### src/rtl/ifu_bht_update_ctl_if.sv
// Branch-resolution update bus between EXU and the IFU BHT update controller,
// together with the BHT write port and the statistics the controller exports.
interface ifu_bht_update_ctl_if #(
  parameter int BHT_IDX_W = 8
);
  logic                 upd_valid;
  logic [BHT_IDX_W-1:0] upd_index;
  logic                 upd_way;
  logic [1:0]           upd_hist;
  logic                 upd_ataken;
  logic                 upd_misp;
  logic                 bht_rd_busy;
  logic                 stat_clr;
  logic                 bht_wr_en;
  logic [BHT_IDX_W-1:0] bht_wr_addr;
  logic                 bht_wr_way;
  logic [1:0]           bht_wr_data;
  logic                 fifo_full;
  logic [31:0]          upd_cnt;
  logic [31:0]          misp_cnt;
  logic [15:0]          drop_cnt;

  modport master (
    output upd_valid, upd_index, upd_way, upd_hist, upd_ataken, upd_misp,
    output bht_rd_busy, stat_clr,
    input  bht_wr_en, bht_wr_addr, bht_wr_way, bht_wr_data,
    input  fifo_full, upd_cnt, misp_cnt, drop_cnt
  );

  modport slave (
    input  upd_valid, upd_index, upd_way, upd_hist, upd_ataken, upd_misp,
    input  bht_rd_busy, stat_clr,
    output bht_wr_en, bht_wr_addr, bht_wr_way, bht_wr_data,
    output fifo_full, upd_cnt, misp_cnt, drop_cnt
  );
endinterface

### src/rtl/ifu_bht_update_ctl.sv
// Buffers resolved-branch BHT updates in a small coalescing FIFO and drains them
// to the BHT write port whenever fetch is not reading the array; keeps branch stats.
module ifu_bht_update_ctl #(
  parameter int BHT_IDX_W = 8,
  parameter int DEPTH     = 4
) (
  input  logic                 clk,
  input  logic                 rst_l,
  ifu_bht_update_ctl_if.slave  bus
);

  localparam int PTR_W = $clog2(DEPTH);
  localparam int CNT_W = PTR_W + 1;
  localparam logic [PTR_W-1:0] PTR_ONE  = PTR_W'(1);
  localparam logic [CNT_W-1:0] CNT_ONE  = CNT_W'(1);
  localparam logic [CNT_W-1:0] CNT_FULL = CNT_W'(DEPTH);

  typedef struct packed {
    logic [BHT_IDX_W-1:0] index;
    logic                 way;
    logic [1:0]           hist;
  } entry_t;

  entry_t             mem_q [DEPTH];
  logic [PTR_W-1:0]   rd_ptr_q, wr_ptr_q, tail_ptr;
  logic [CNT_W-1:0]   count_q, count_d;
  logic               full_q;
  logic [31:0]        upd_cnt_q, misp_cnt_q;
  logic [15:0]        drop_cnt_q;

  entry_t head, newest;
  logic   empty, at_cap, pop, newest_hit, coalesce, push, drop;

  // NOTE: every always_comb output gets a default first so no path can infer a latch.
  always_comb begin
    empty      = (count_q == '0);
    at_cap     = (count_q == CNT_FULL);
    tail_ptr   = wr_ptr_q - PTR_ONE;
    head       = mem_q[rd_ptr_q];
    newest     = mem_q[tail_ptr];
    pop        = ~empty & ~bus.bht_rd_busy;
    newest_hit = ~empty & (newest.index == bus.upd_index) & (newest.way == bus.upd_way);
    // A matching newest entry that is leaving this cycle cannot absorb the update.
    coalesce   = bus.upd_valid & newest_hit & ~(pop & (count_q == CNT_ONE));
    push       = bus.upd_valid & ~coalesce & (~at_cap | pop);
    drop       = bus.upd_valid & ~coalesce & ~push;
    count_d    = count_q;
    if (push & ~pop)      count_d = count_q + CNT_ONE;
    else if (pop & ~push) count_d = count_q - CNT_ONE;
  end

  // NOTE: the storage array has no reset; occupancy gates every read, so stale data is never used.
  always_ff @(posedge clk) begin
    if (push) begin
      mem_q[wr_ptr_q] <= '{index: bus.upd_index, way: bus.upd_way, hist: bus.upd_hist};
    end else if (coalesce) begin
      mem_q[tail_ptr].hist <= bus.upd_hist;
    end
  end

  // NOTE: state registers use non-blocking assignments so every flop samples pre-edge values.
  always_ff @(posedge clk or negedge rst_l) begin
    if (!rst_l) begin
      rd_ptr_q   <= '0;
      wr_ptr_q   <= '0;
      count_q    <= '0;
      full_q     <= 1'b0;
      upd_cnt_q  <= '0;
      misp_cnt_q <= '0;
      drop_cnt_q <= '0;
    end else begin
      if (pop)  rd_ptr_q <= rd_ptr_q + PTR_ONE;
      if (push) wr_ptr_q <= wr_ptr_q + PTR_ONE;
      count_q <= count_d;
      full_q  <= (count_d == CNT_FULL);

      if (bus.stat_clr) begin
        upd_cnt_q  <= '0;
        misp_cnt_q <= '0;
        drop_cnt_q <= '0;
      end else begin
        if (bus.upd_valid)                upd_cnt_q  <= upd_cnt_q + 32'd1;
        if (bus.upd_valid & bus.upd_misp) misp_cnt_q <= misp_cnt_q + 32'd1;
        if (drop && drop_cnt_q != 16'hFFFF) drop_cnt_q <= drop_cnt_q + 16'd1;
      end
    end
  end

  // Actual-taken travels with the update for debug visibility only.
  logic unused_ataken;
  assign unused_ataken = bus.upd_ataken;

  assign bus.bht_wr_en   = pop;
  assign bus.bht_wr_addr = empty ? '0   : head.index;
  assign bus.bht_wr_way  = empty ? 1'b0 : head.way;
  assign bus.bht_wr_data = empty ? 2'b0 : head.hist;
  assign bus.fifo_full   = full_q;
  assign bus.upd_cnt     = upd_cnt_q;
  assign bus.misp_cnt    = misp_cnt_q;
  assign bus.drop_cnt    = drop_cnt_q;

endmodule

### src/flat_wrapper.sv
// flat-port wrapper written by rule: the top's interface ports become plain ports
module ifu_bht_update_ctl_flat 
#(
  parameter int BHT_IDX_W = 8,
  parameter int DEPTH     = 4
)
  (clk, rst_l, bus_upd_valid, bus_upd_index, bus_upd_way, bus_upd_hist, bus_upd_ataken, bus_upd_misp, bus_bht_rd_busy, bus_stat_clr, bus_bht_wr_en, bus_bht_wr_addr, bus_bht_wr_way, bus_bht_wr_data, bus_fifo_full, bus_upd_cnt, bus_misp_cnt, bus_drop_cnt);
  ifu_bht_update_ctl_if #(.BHT_IDX_W(BHT_IDX_W)) bus_i ();
  input  logic clk;
  input  logic rst_l;
  input wire logic [$bits(bus_i.upd_valid)-1:0] bus_upd_valid;
  input wire logic [$bits(bus_i.upd_index)-1:0] bus_upd_index;
  input wire logic [$bits(bus_i.upd_way)-1:0] bus_upd_way;
  input wire logic [$bits(bus_i.upd_hist)-1:0] bus_upd_hist;
  input wire logic [$bits(bus_i.upd_ataken)-1:0] bus_upd_ataken;
  input wire logic [$bits(bus_i.upd_misp)-1:0] bus_upd_misp;
  input wire logic [$bits(bus_i.bht_rd_busy)-1:0] bus_bht_rd_busy;
  input wire logic [$bits(bus_i.stat_clr)-1:0] bus_stat_clr;
  output wire logic [$bits(bus_i.bht_wr_en)-1:0] bus_bht_wr_en;
  output wire logic [$bits(bus_i.bht_wr_addr)-1:0] bus_bht_wr_addr;
  output wire logic [$bits(bus_i.bht_wr_way)-1:0] bus_bht_wr_way;
  output wire logic [$bits(bus_i.bht_wr_data)-1:0] bus_bht_wr_data;
  output wire logic [$bits(bus_i.fifo_full)-1:0] bus_fifo_full;
  output wire logic [$bits(bus_i.upd_cnt)-1:0] bus_upd_cnt;
  output wire logic [$bits(bus_i.misp_cnt)-1:0] bus_misp_cnt;
  output wire logic [$bits(bus_i.drop_cnt)-1:0] bus_drop_cnt;
  assign bus_i.upd_valid = bus_upd_valid;
  assign bus_i.upd_index = bus_upd_index;
  assign bus_i.upd_way = bus_upd_way;
  assign bus_i.upd_hist = bus_upd_hist;
  assign bus_i.upd_ataken = bus_upd_ataken;
  assign bus_i.upd_misp = bus_upd_misp;
  assign bus_i.bht_rd_busy = bus_bht_rd_busy;
  assign bus_i.stat_clr = bus_stat_clr;
  assign bus_bht_wr_en = bus_i.bht_wr_en;
  assign bus_bht_wr_addr = bus_i.bht_wr_addr;
  assign bus_bht_wr_way = bus_i.bht_wr_way;
  assign bus_bht_wr_data = bus_i.bht_wr_data;
  assign bus_fifo_full = bus_i.fifo_full;
  assign bus_upd_cnt = bus_i.upd_cnt;
  assign bus_misp_cnt = bus_i.misp_cnt;
  assign bus_drop_cnt = bus_i.drop_cnt;
  ifu_bht_update_ctl #(.BHT_IDX_W(BHT_IDX_W), .DEPTH(DEPTH)) u_core (.clk(clk), .rst_l(rst_l), .bus(bus_i));
endmodule
### config.mk
export PLATFORM = sky130hd
export DESIGN_NAME = ifu_bht_update_ctl_flat
export DESIGN_NICKNAME = d
export VERILOG_FILES = /design/src/rtl/ifu_bht_update_ctl_if.sv /design/src/rtl/ifu_bht_update_ctl.sv /design/src/flat_wrapper.sv
export SDC_FILE = /design/constraint.sdc
export NUM_CORES = 1
export LEC_CHECK = 0
export CAP_MARGIN = 5
export CORE_MARGIN = 3
export CORE_UTILIZATION = 53
export CTS_CLUSTER_DIAMETER = 100
export DETAILED_ROUTE_END_ITERATION = 12
export PLACE_DENSITY = 0.8
export SLEW_MARGIN = 10
export SYNTH_ARGS = -nofsm -noshare
export SYNTH_HDL_FRONTEND = slang
export SYNTH_SLANG_ARGS = --single-unit
### constraint.sdc
create_clock -name clk -period 3.45 [get_ports clk]
set_clock_uncertainty 0.15 [all_clocks]
set_input_delay 0.5175 -clock clk [delete_from_list [all_inputs] [get_ports clk]]
set_output_delay 0.5175 -clock clk [all_outputs]
set_load 0.02 [all_outputs]
* Yosys cells after proc, flatten, opt, wreduce, memory -nomap -nowiden
Memory sizes are Yosys's and may differ from the RTL's.
Index checks and enable logic that the tools add are counted.
** Word-level totals
- Bits in writable memories :: 44
- Output and inout bits :: 93
- Register bits after elaboration :: 88
- Memories :: 1
- Word-level logic and storage cells :: 67
** Cells by class
- Add/sub/neg operators :: 8
- Equal/unequal tests :: 6
- Muxes and demuxes :: 19
- Bitwise operators :: 20
- Reductions and logical operators :: 6
** Memory list
- u_core.mem_q :: words 4, bits a word 11, rd ports 2, clocked after Yosys merged registers in 0, write ports 1, RTL line ifu_bht_update_ctl.sv:24 : entry_t mem_q [DEPTH];
** Operators by type and width (count)
- $mux 32 :: 4
- $add 32x1->32 const B :: 2
- $mux 16 :: 2
- $add 16x1->16 const B :: 1
- $ne 16x16->1 const B :: 1
- $and 1x1->1 :: 12
- $mux 11 :: 1
- $reduce_or 11->1 :: 1
- $eq 8x8->1 :: 1
- $mux 8 :: 1
- $not 1->1 :: 7
- $eq 3x3->1 const B :: 2
- $mux 1 :: 6
- $mux 2 :: 3
- $mux 3 :: 2
- $reduce_bool 2->1 :: 3
- $add 2x1->2 const B :: 2
- $add 3x1->3 const B :: 1
- $eq 3x1->1 const B :: 1
- $logic_not 3->1 :: 1
- $sub 3x1->3 const B :: 1
- $sub 2x1->2 const B :: 1
- $eq 1x1->1 :: 1
- $logic_and 1x1->1 :: 1
- $or 1x1->1 :: 1

* Longest topological paths before layout
Gate-level depths: netlist (run 1).
An unclocked memory read counts as a cell.
- Word-level depth :: 15
- Mapped depth :: 12
- Mapped depth without buffers :: 9

* Worst setup path before layout (run 1)
No wires, ideal clock.
- Path type :: register -> register
- Start point :: reg u_core.wr_ptr_q[0]
- End point :: mem u_core.mem_q[0][10] in the netlist's numbering, enable pin
- Data required time :: 2.913 ns
- Period minus slack after synthesis :: 3.042 ns
- Stages on the path, launching flop included :: 10
- Path buffers :: 2
- Setup time :: 0.387 ns
- Arrival :: 2.505 ns
- Path slack :: 0.408 ns
- Cell sequence :: dfrtp_1 -> buf_6 -> mux4_1 -> xor2_1 -> nor4_4 -> o211ai_2 -> o31a_1 -> buf_6 -> nand2_1 -> nor3_1
** Between the ends
- Longest elaborated chain between the ends :: 14
- Elaborated cells between the ends (all ways) :: 19
- Classes of those cells :: add/sub: 1; eq/ne: 2; mux: 7; bitwise: 7; reduce/logical: 1; memory: 1
** RTL lines
- start: declaration :: RTL line ifu_bht_update_ctl.sv:25 : logic [PTR_W-1:0] rd_ptr_q, wr_ptr_q, tail_ptr;
- start signal: assignment :: RTL line ifu_bht_update_ctl.sv:73 : if (push) wr_ptr_q <= wr_ptr_q + PTR_ONE;
- $sub 2x1->2 :: RTL line ifu_bht_update_ctl.sv:38 : tail_ptr = wr_ptr_q - PTR_ONE;
- $mem_v2 4x11
- $eq 8x8->1 :: RTL line ifu_bht_update_ctl.sv:42 : newest_hit = ~empty & (newest.index == bus.upd_index) & (newest.way == bus.upd_way);
- $and 1x1->1 (2 in a row) :: RTL line ifu_bht_update_ctl.sv:42
- $and 1x1->1 (2 in a row) :: RTL line ifu_bht_update_ctl.sv:44 : coalesce = bus.upd_valid & newest_hit & ~(pop & (count_q == CNT_ONE));
- $not 1->1 :: RTL line ifu_bht_update_ctl.sv:45 : push = bus.upd_valid & ~coalesce & (~at_cap | pop);
- $and 1x1->1 (2 in a row) :: RTL line ifu_bht_update_ctl.sv:45
- $mux 1 :: RTL line ifu_bht_update_ctl.sv:54 : if (push) begin
- $mux 1 (not written as such) :: RTL line ifu_bht_update_ctl.sv:57 : mem_q[tail_ptr].hist <= bus.upd_hist;
- $reduce_or 11->1 (no line)
- $mux 2 (no line)
- end: declaration :: RTL line ifu_bht_update_ctl.sv:24
Parallel ways exist; a longest one is shown, timed or not.

* Final worst setup path (run 1)
- Start point :: reg u_core.count_q[0]
- End point :: out bus_bht_wr_en
** Between the ends
- Longest elaborated chain between the ends :: 3
** RTL lines
- start: declaration :: RTL line ifu_bht_update_ctl.sv:26 : logic [CNT_W-1:0] count_q, count_d;
- start signal: assignment :: RTL line ifu_bht_update_ctl.sv:74 : count_q <= count_d;
- $logic_not 3->1 :: RTL line ifu_bht_update_ctl.sv:36 : empty = (count_q == '0);
- $not 1->1 :: RTL line ifu_bht_update_ctl.sv:41 : pop = ~empty & ~bus.bht_rd_busy;
- $and 1x1->1 :: RTL line ifu_bht_update_ctl.sv:41
- end: declaration :: RTL line flat_wrapper.sv:19 : output wire logic [$bits(bus_i.bht_wr_en)-1:0] bus_bht_wr_en;
Every way passes these cells.

==> results of run 1 <==
-- sequential cells by signal (all words and copies together), names as in the netlist --
name / count
u_core.bus.drop_cnt: 16
u_core.bus.fifo_full: 1
u_core.bus.misp_cnt: 32
u_core.bus.upd_cnt: 32
u_core.count_q: 3
u_core.mem_q: 44
u_core.rd_ptr_q: 2
u_core.wr_ptr_q: 2
-- layer usage --
| metal | part of all wire, % | up-vias |
|---|---|---|
| li1 | - | 2300 |
| met1 | 40 | 2414 |
| met2 | 50 | 143 |
| met3 | 7.8 | 31 |
| met4 | 2.5 | 0 |
| met5 | 0 | - |
-- power by group --
group	switching [mW]	internal, mW
clock	0.668	1.30
sequential	0.153	1.79
combinational	0.754	0.733
total	1.58	3.82
-- critical path: stages, from the launching register on --
cell and delay, ns:
dfrtp_1 0.41, inv_1 0.11, ha_1 0.26, nor2b_2 0.23
or2_2 0.34, inv_1 0.21, clkdlybuf4s50_1 0.65
-- logic make-up (layout without fill, tap and decap cells) --
logic type                 Yosys count  count (layout)
xor gates and xnor gates            81              81
AOI/OAI and AO/OA                   41              41
and+or+nand+nor                    250             250
buffers and inverters               38             179
adders and majority gates            7               7
DFF                                132             132
muxes                               31              31
-- cell type report --
class | instances | area share [%]
flip-flops and latches | 132 | 41.4
multi-input cells | 410 | 33.5
clock buffers | 18 | 5.16
well taps | 143 | 2.10
clock inverters | 14 | 2.43
repair buffers | 131 | 14.7
inverters | 16 | 0.706
-- metrics by stage --
step / hold slack [ns] / setup TNS, ns / worst slack, ns / cell area (um^2)
6_report: 0.160 / 0 / 0.163 / 8500
2_1_floorplan: 0.0719 / 0 / 0.408 / 6530
3_3_place_gp: 0.382 / 0 / 0.157 / 7850
4_1_cts: 0.204 / 0 / 0.00764 / 8500
3_5_place_dp: 0.388 / 0 / 0.0900 / 7850
5_1_grt: 0.236 / -0.188 / -0.0230 / 8500
-- timing repair --
action	4_1_cts	5_1_grt
setup endpoints to repair	1	28
gates resized for setup	1	3
gates cloned	0	0
pin swaps	0	0
-- how the worst max path moves through the flow --
stage                            start  depth (start not counted)                   to  slack (ns)
detailed placement  u_core.wr_ptr_q[0]                          9   u_core.mem_q[1][0]        0.09
global placement    u_core.wr_ptr_q[0]                          9   u_core.mem_q[1][1]        0.16
floorplan           u_core.wr_ptr_q[0]                          9  u_core.mem_q[0][10]        0.41
finish               u_core.count_q[0]                          6        bus_bht_wr_en        0.16
global route        u_core.wr_ptr_q[1]                          8  u_core.mem_q[3][10]       -0.02
CTS                 u_core.wr_ptr_q[0]                          8   u_core.mem_q[0][3]       0.008
-- layout by cell type (no fill, tap or decap), types with 2 or more instances in the layout --
cell type / Yosys / final
clkdlybuf4s50_1: 0 / 107
dfrtp_1: 88 / 87
nor2_1: 83 / 83
xor2_1: 49 / 49
edfxtp_1: 44 / 44
nand2_1: 34 / 34
xnor2_1: 32 / 32
nand3_1: 32 / 32
buf_4: 2 / 23
nor2b_1: 19 / 17
clkbuf_16: 0 / 17
inv_1: 16 / 16
or3_1: 16 / 16
nand4_1: 15 / 15
mux2i_1: 14 / 14
mux4_2: 14 / 14
a21oi_1: 14 / 14
and3_1: 12 / 12
o21ai_0: 12 / 12
nor3_1: 12 / 11
nor4_1: 7 / 7
ha_1: 7 / 7
and2_1: 5 / 5
bufinv_16: 0 / 5
and4_1: 4 / 4
or2_2: 3 / 3
a31oi_1: 3 / 3
o31ai_1: 3 / 3
or4_1: 3 / 3
clkinv_2: 0 / 3
nor2b_2: 0 / 2
nor3b_1: 2 / 2
mux4_1: 2 / 2
inv_6: 0 / 2
clkinv_1: 0 / 2
==> qor.txt, run 1 <==
top-level port count: 111
Routability Congestion: 0.783
Tot Pwr: 5.40 mW
outcome: completed
DR vias: 4888
die height: 117 um
Synth area leaders: dfrtp_1 34%, edfxtp_1 20%, xor2_1 6.6%
Root Buffer: clkbuf_16
Post-Route Utilization: 72.6%
type of the worst setup path: reg2out
area fraction in compound gates after synthesis: 4.10%
CTS tree: done
antenna-violating nets left: 0
synth cell count leaders: 88 x dfrtp_1, 83 x nor2_1, 49 x xor2_1
CP max FO: 8
worst hold path class: in2async
Max H-tree Level: 4
Lkg Pwr: 3.37 nW
RSZ-0062 raised after global routing: true
number of port buffers: 109
Die X-Extent: 117 um
largest net degree at the start of global routing: 89
Yosys top cell area share: 33.7%
GR Util met2: 38.0%
most numerous cell in the Yosys netlist: dfrtp_1
All-Layer GR Usage: 23.8%
core area: 11700 um^2
unique cell type count in the Yosys netlist: 45
Mapped Avg Cell Area: 11.3 um^2
Clock Pin Slew Worst Setup and Hold Paths: 0.05 ns
grt peak-use layer: met2
element type at the critical path start: flip-flop
Via density: 5.66
CTS Buf Count: 17
Final Hold Fails: 0
DRC Markers: 0
Synth Area in XOR/XNOR: 10.9%
max-cap viol count: 0
first-pass GRT wire length: 25200 um
Worst R2R Path Depth: 8
Rows: 39
vias in the first global route: 5096
Max clock buf depth: 2
nets: 733
ANT cells: 0
# hold bufs at CTS: 0
Yosys top cell by area: dfrtp_1
R2R Path End: u_core.mem_q[3][3]
Die ar.: 13700 um^2
critical path required time: 2.78 ns
flip-flop and latch area: 3520 um^2
met3 Use GR: 9.05%
area delta synth->final: 30.2%
fraction of layout cells with a size suffix above 1: 11.1%
Initial Utilization: 55.8%
Adder-Cell Fraction of Synth Area: 1.34%
Max Clk Rate: 304 MHz
Async S/R FF share, synth: 66.7%
mux contribution to synthesized area: 7.95%
Final setup viols: 0
Seq/Total Area, Yosys: 53.9%
Routed Wire Length: 15400 um
DRT Pass-1 Iters: 4
RR Startpoint: u_core.wr_ptr_q[1]
kind of end point of the critical path: output pin
cell count after placement: 832
worst slew pin tran: 1.10 ns
Worst slew margin: 26.7%
Multi-input gate area: 2850 um^2
Post-CTS Setup Repair Bufs: 0
Cells after Synth: 580
Simple-Gate Fraction of Synth Area: 19.2%
Worst R2R Setup Slack: 0.21 ns
Syn. warnings: 0
Fillers: 842
final non-filler cell total: 864
Worst Path Arrival: 2.62 ns
Routed wire per std cell: 17.8 um
pwr/cell area: 634 nW/um^2
placed wire-length estimate: 10600 um
initial drt markers: 291
Seq cells post-synth: 132
initial antenna violation count: 0
VDD IR max: 0.389 mV
Tcrit/Tclk final: 95.3%
Synth Flop Type: dfrtp_1
number of synthesized flops with an enable pin: 44
met1 Use GR: 29.1%
count of pins over their slew limit: 0
grt total ovfl: 0
largest family of logic cells by synthesized area: simple AND/OR/NAND/NOR gates
syn nets: 605
Clock Latency Late Sink: 0.42 ns
# clock sinks: 132
crit path time final: 3.29 ns
mapped cell area: 6530 um^2
No activity file was read; power rests on OpenSTA's default activity.
==> run 2: changes to the inputs <==
--- a/config.mk
+++ b/config.mk
@@ -6,8 +6,10 @@
 export NUM_CORES = 1
 export LEC_CHECK = 0
 export CAP_MARGIN = 5
+export CELL_PAD_IN_SITES_DETAIL_PLACEMENT = 0
+export CELL_PAD_IN_SITES_GLOBAL_PLACEMENT = 1
 export CORE_MARGIN = 3
-export CORE_UTILIZATION = 53
+export CORE_UTILIZATION = 42
 export CTS_CLUSTER_DIAMETER = 100
 export DETAILED_ROUTE_END_ITERATION = 12
 export PLACE_DENSITY = 0.8
==> run 2 against run 1 <==
  * Final area up 1.1%
  * Critical path depth unchanged
  * Wire length down 1.1%
  * Via count down 1.7%
  * Largest power group unchanged
  * Die area up 25%
  * First-iteration DRC count down 6.2%
  * Core utilization down 15 points
  * Cell count up 5.3%
  * Critical endpoint unchanged
  * Power up 0.67%
==> qor.txt, run 2 (synthesis gave the netlist of run 1 again) <==
Biggest register: u_core.mem_q
ANT cells: 0 (unchanged)
DR vias: 4806 (-1.7%)
Routability Congestion: 0.801 (+2.4%)
first-pass GRT wire length: 25100 um (-0.22%)
CP max stage delay: 0.57 ns (-0.08 ns)
Worst slew margin: 41.5% (+15 points)
setup ws final: 0.195 ns (+0.0317 ns)
Post-CTS Setup Repair Bufs: 0 (unchanged)
cell mode on critical path: inv_1
highest metal used: met4
fraction of layout cells with a size suffix above 1: 11.2% (+0.061 points)
Clock Pin Slew Worst Setup and Hold Paths: 0.06 ns (about the same)
Max H-tree Level: 4 (unchanged)
VDD IR max: 0.356 mV (-8.5%)
Routed wire per std cell: 16.7 um (-6.1%)
initial antenna violation count: 0 (unchanged)
Via density: 5.28 (-6.6%)
Final setup viols: 0 (unchanged)
pwr/cell area: 632 nW/um^2 (-0.45%)
Die ar.: 17100 um^2 (+25%)
element type at the critical path start: flip-flop
vias in the first global route: 4896 (-3.9%)
Worst Path Buf+Inv: 3 (unchanged)
top-level port count: 111 (unchanged)
max reg flops: 44 (unchanged)
kind of end point of the critical path: output pin
most frequent cells in the layout: 107 x clkdlybuf4s50_1, 87 x dfrtp_1, 83 x nor2_1, 49 x xor2_1, 44 x edfxtp_1
Max clock buf depth: 2 (unchanged)
crit path time final: 3.25 ns (-0.0317 ns)
antenna-violating nets left: 0 (unchanged)
Crit path max-delay family: simple AND/OR/NAND/NOR gates
worst hold path class: in2async
core area: 14900 um^2 (+27%)
commonest non-fill, non-tap cell in the layout: clkdlybuf4s50_1
CP max FO: 13 (+5)
Routed Wire Length: 15200 um (-1.1%)
area delta synth->final: 31.6%
outcome: completed
met2 WL post-DR: 7300 um (-4.5%)
nets: 738 (+0.68%)
CTS tree: done
Final Hold Fails: 0 (unchanged)
CP max stage cell: clkdlybuf4s50_1
Clock Latency Late Sink: 0.41 ns (about the same)
All-Layer GR Usage: 18.8% (-5.0 points)
placed wire-length estimate: 10600 um (+0.50%)
max-cap viol count: 0 (unchanged)
Root Buffer: clkbuf_16
critical path required time: 2.78 ns (about the same)
Max Clk Rate: 307 MHz (+0.98%)
grt total ovfl: 0 (unchanged)
Psw: 1.55 mW (-1.5%)
routed length on met3: 915 um (-23%)
Logic pwr share: 27.6% (about the same)
internal power: 3.88 mW (+1.6%)
# hold bufs at CTS: 0 (unchanged)
initial drt markers: 273 (-6.2%)
type of the worst setup path: reg2out
Lkg Pwr: 3.39 nW (+0.56%)
largest net degree at the start of global routing: 82 (-7.9%)
worst slack, placed: 0.0721 ns (-0.0179 ns)
worst slew pin tran: 0.878 ns (-0.221 ns)
# clock sinks: 132 (unchanged)
RSZ-0062 raised after global routing: false
CP Cell Sequence: inv_1, ha_1, nor2b_2, or2_2, inv_1, clkdlybuf4s50_1
Rows: 44 (+13%)
Initial Utilization: 44.0% (-12 points)
count of pins over their slew limit: 0 (unchanged)
Tcrit/Tclk final: 94.3% (-0.92 points)
DRC Markers: 0 (unchanged)
Routed met1 length: 6840 um (+11%)
setup_tns: 0 ns (unchanged)
Worst Path Arrival: 2.59 ns (-0.03 ns)
Reg power frac: 35.2% (-0.8 points)
number of port buffers: 109 (unchanged)
die height: 131 um (+12%)
clock power share: 37.2% (+0.8 points)
switching part of the total power: 28.6% (-0.63 points)
DRT Pass-1 Iters: 4 (unchanged)
CTS Buf Count: 17 (unchanged)
Die X-Extent: 131 um (+12%)
run 2: path summary, 6_finish.rpt:
check                                     endpoint                   start  slack [ns]  depth (start not counted)
setup / recovery                     bus_bht_wr_en       u_core.count_q[0]        0.20                          6
hold / removal             u_core.bus.misp_cnt[12]                   rst_l        0.07                          1
setup reg to reg                u_core.mem_q[1][1]      u_core.wr_ptr_q[0]        0.32                          8
hold reg to reg             u_core.bus.upd_cnt[31]  u_core.bus.upd_cnt[31]        0.40                          2
max in group asynchronous       u_core.wr_ptr_q[0]                   rst_l        2.36                          2
min in group clk            u_core.bus.upd_cnt[31]  u_core.bus.upd_cnt[31]        0.40                          2
run 2: routing by layer:
metal  vias to the layer above  track usage, %
met2                       109            30.0
li1                       2312               -
met1                      2369            25.0
met4                         0            5.75
met3                        16            5.49
met5                         -               0
run 2: final cells by class:
type / count / area, um^2
repair buffers: 136 / 1290
clock buffers: 18 / 429
flip-flops and latches: 132 / 3520
multi-input cells: 410 / 2840
fillers: 1257 / 6260
inverters: 16 / 60.1
well taps: 184 / 230
clock inverters: 14 / 231
run 2: worst register-to-register path, cell delays in order (launching register included):
cell,delay (ns)
dfrtp_2,0.50
mux4_1,0.61
xor2_1,0.18
nor4_4,0.24
o211ai_2,0.18
or3_1,0.42
nor2_1,0.16
xnor2_1,0.15
nor2b_1,0.24
run 2: stage by stage:
step	area [um^2]	utilization (%)	total power [mW]	hold slack, ns	cells
final	8600	57.9	5.43	0.0707	910
after CTS	8600	57.9	5.48	0.101	910
after floorplan	6530	-	2.89	0.0719	580
after detailed placement	7940	53.4	3.44	0.382	878
after global routing	8600	57.9	5.68	0.147	910
after global placement	7940	53.4	3.40	0.380	878
run 2: power by group through the flow:
| stage | Clock (mW) | Combinational, mW | Sequential, mW |
|---|---|---|---|
| global placement | 0 | 1.47 | 1.93 |
| finish | 2.02 | 1.50 | 1.91 |
| floorplan | 0 | 1.00 | 1.89 |
| detailed placement | 0 | 1.50 | 1.94 |
| global route | 2.14 | 1.61 | 1.93 |
| CTS | 2.06 | 1.51 | 1.91 |
run 2: timing repair:
action	in CTS	in global routing
endpoints found under the setup margin	1	2
resized for setup	1	1
gates cloned	0	0
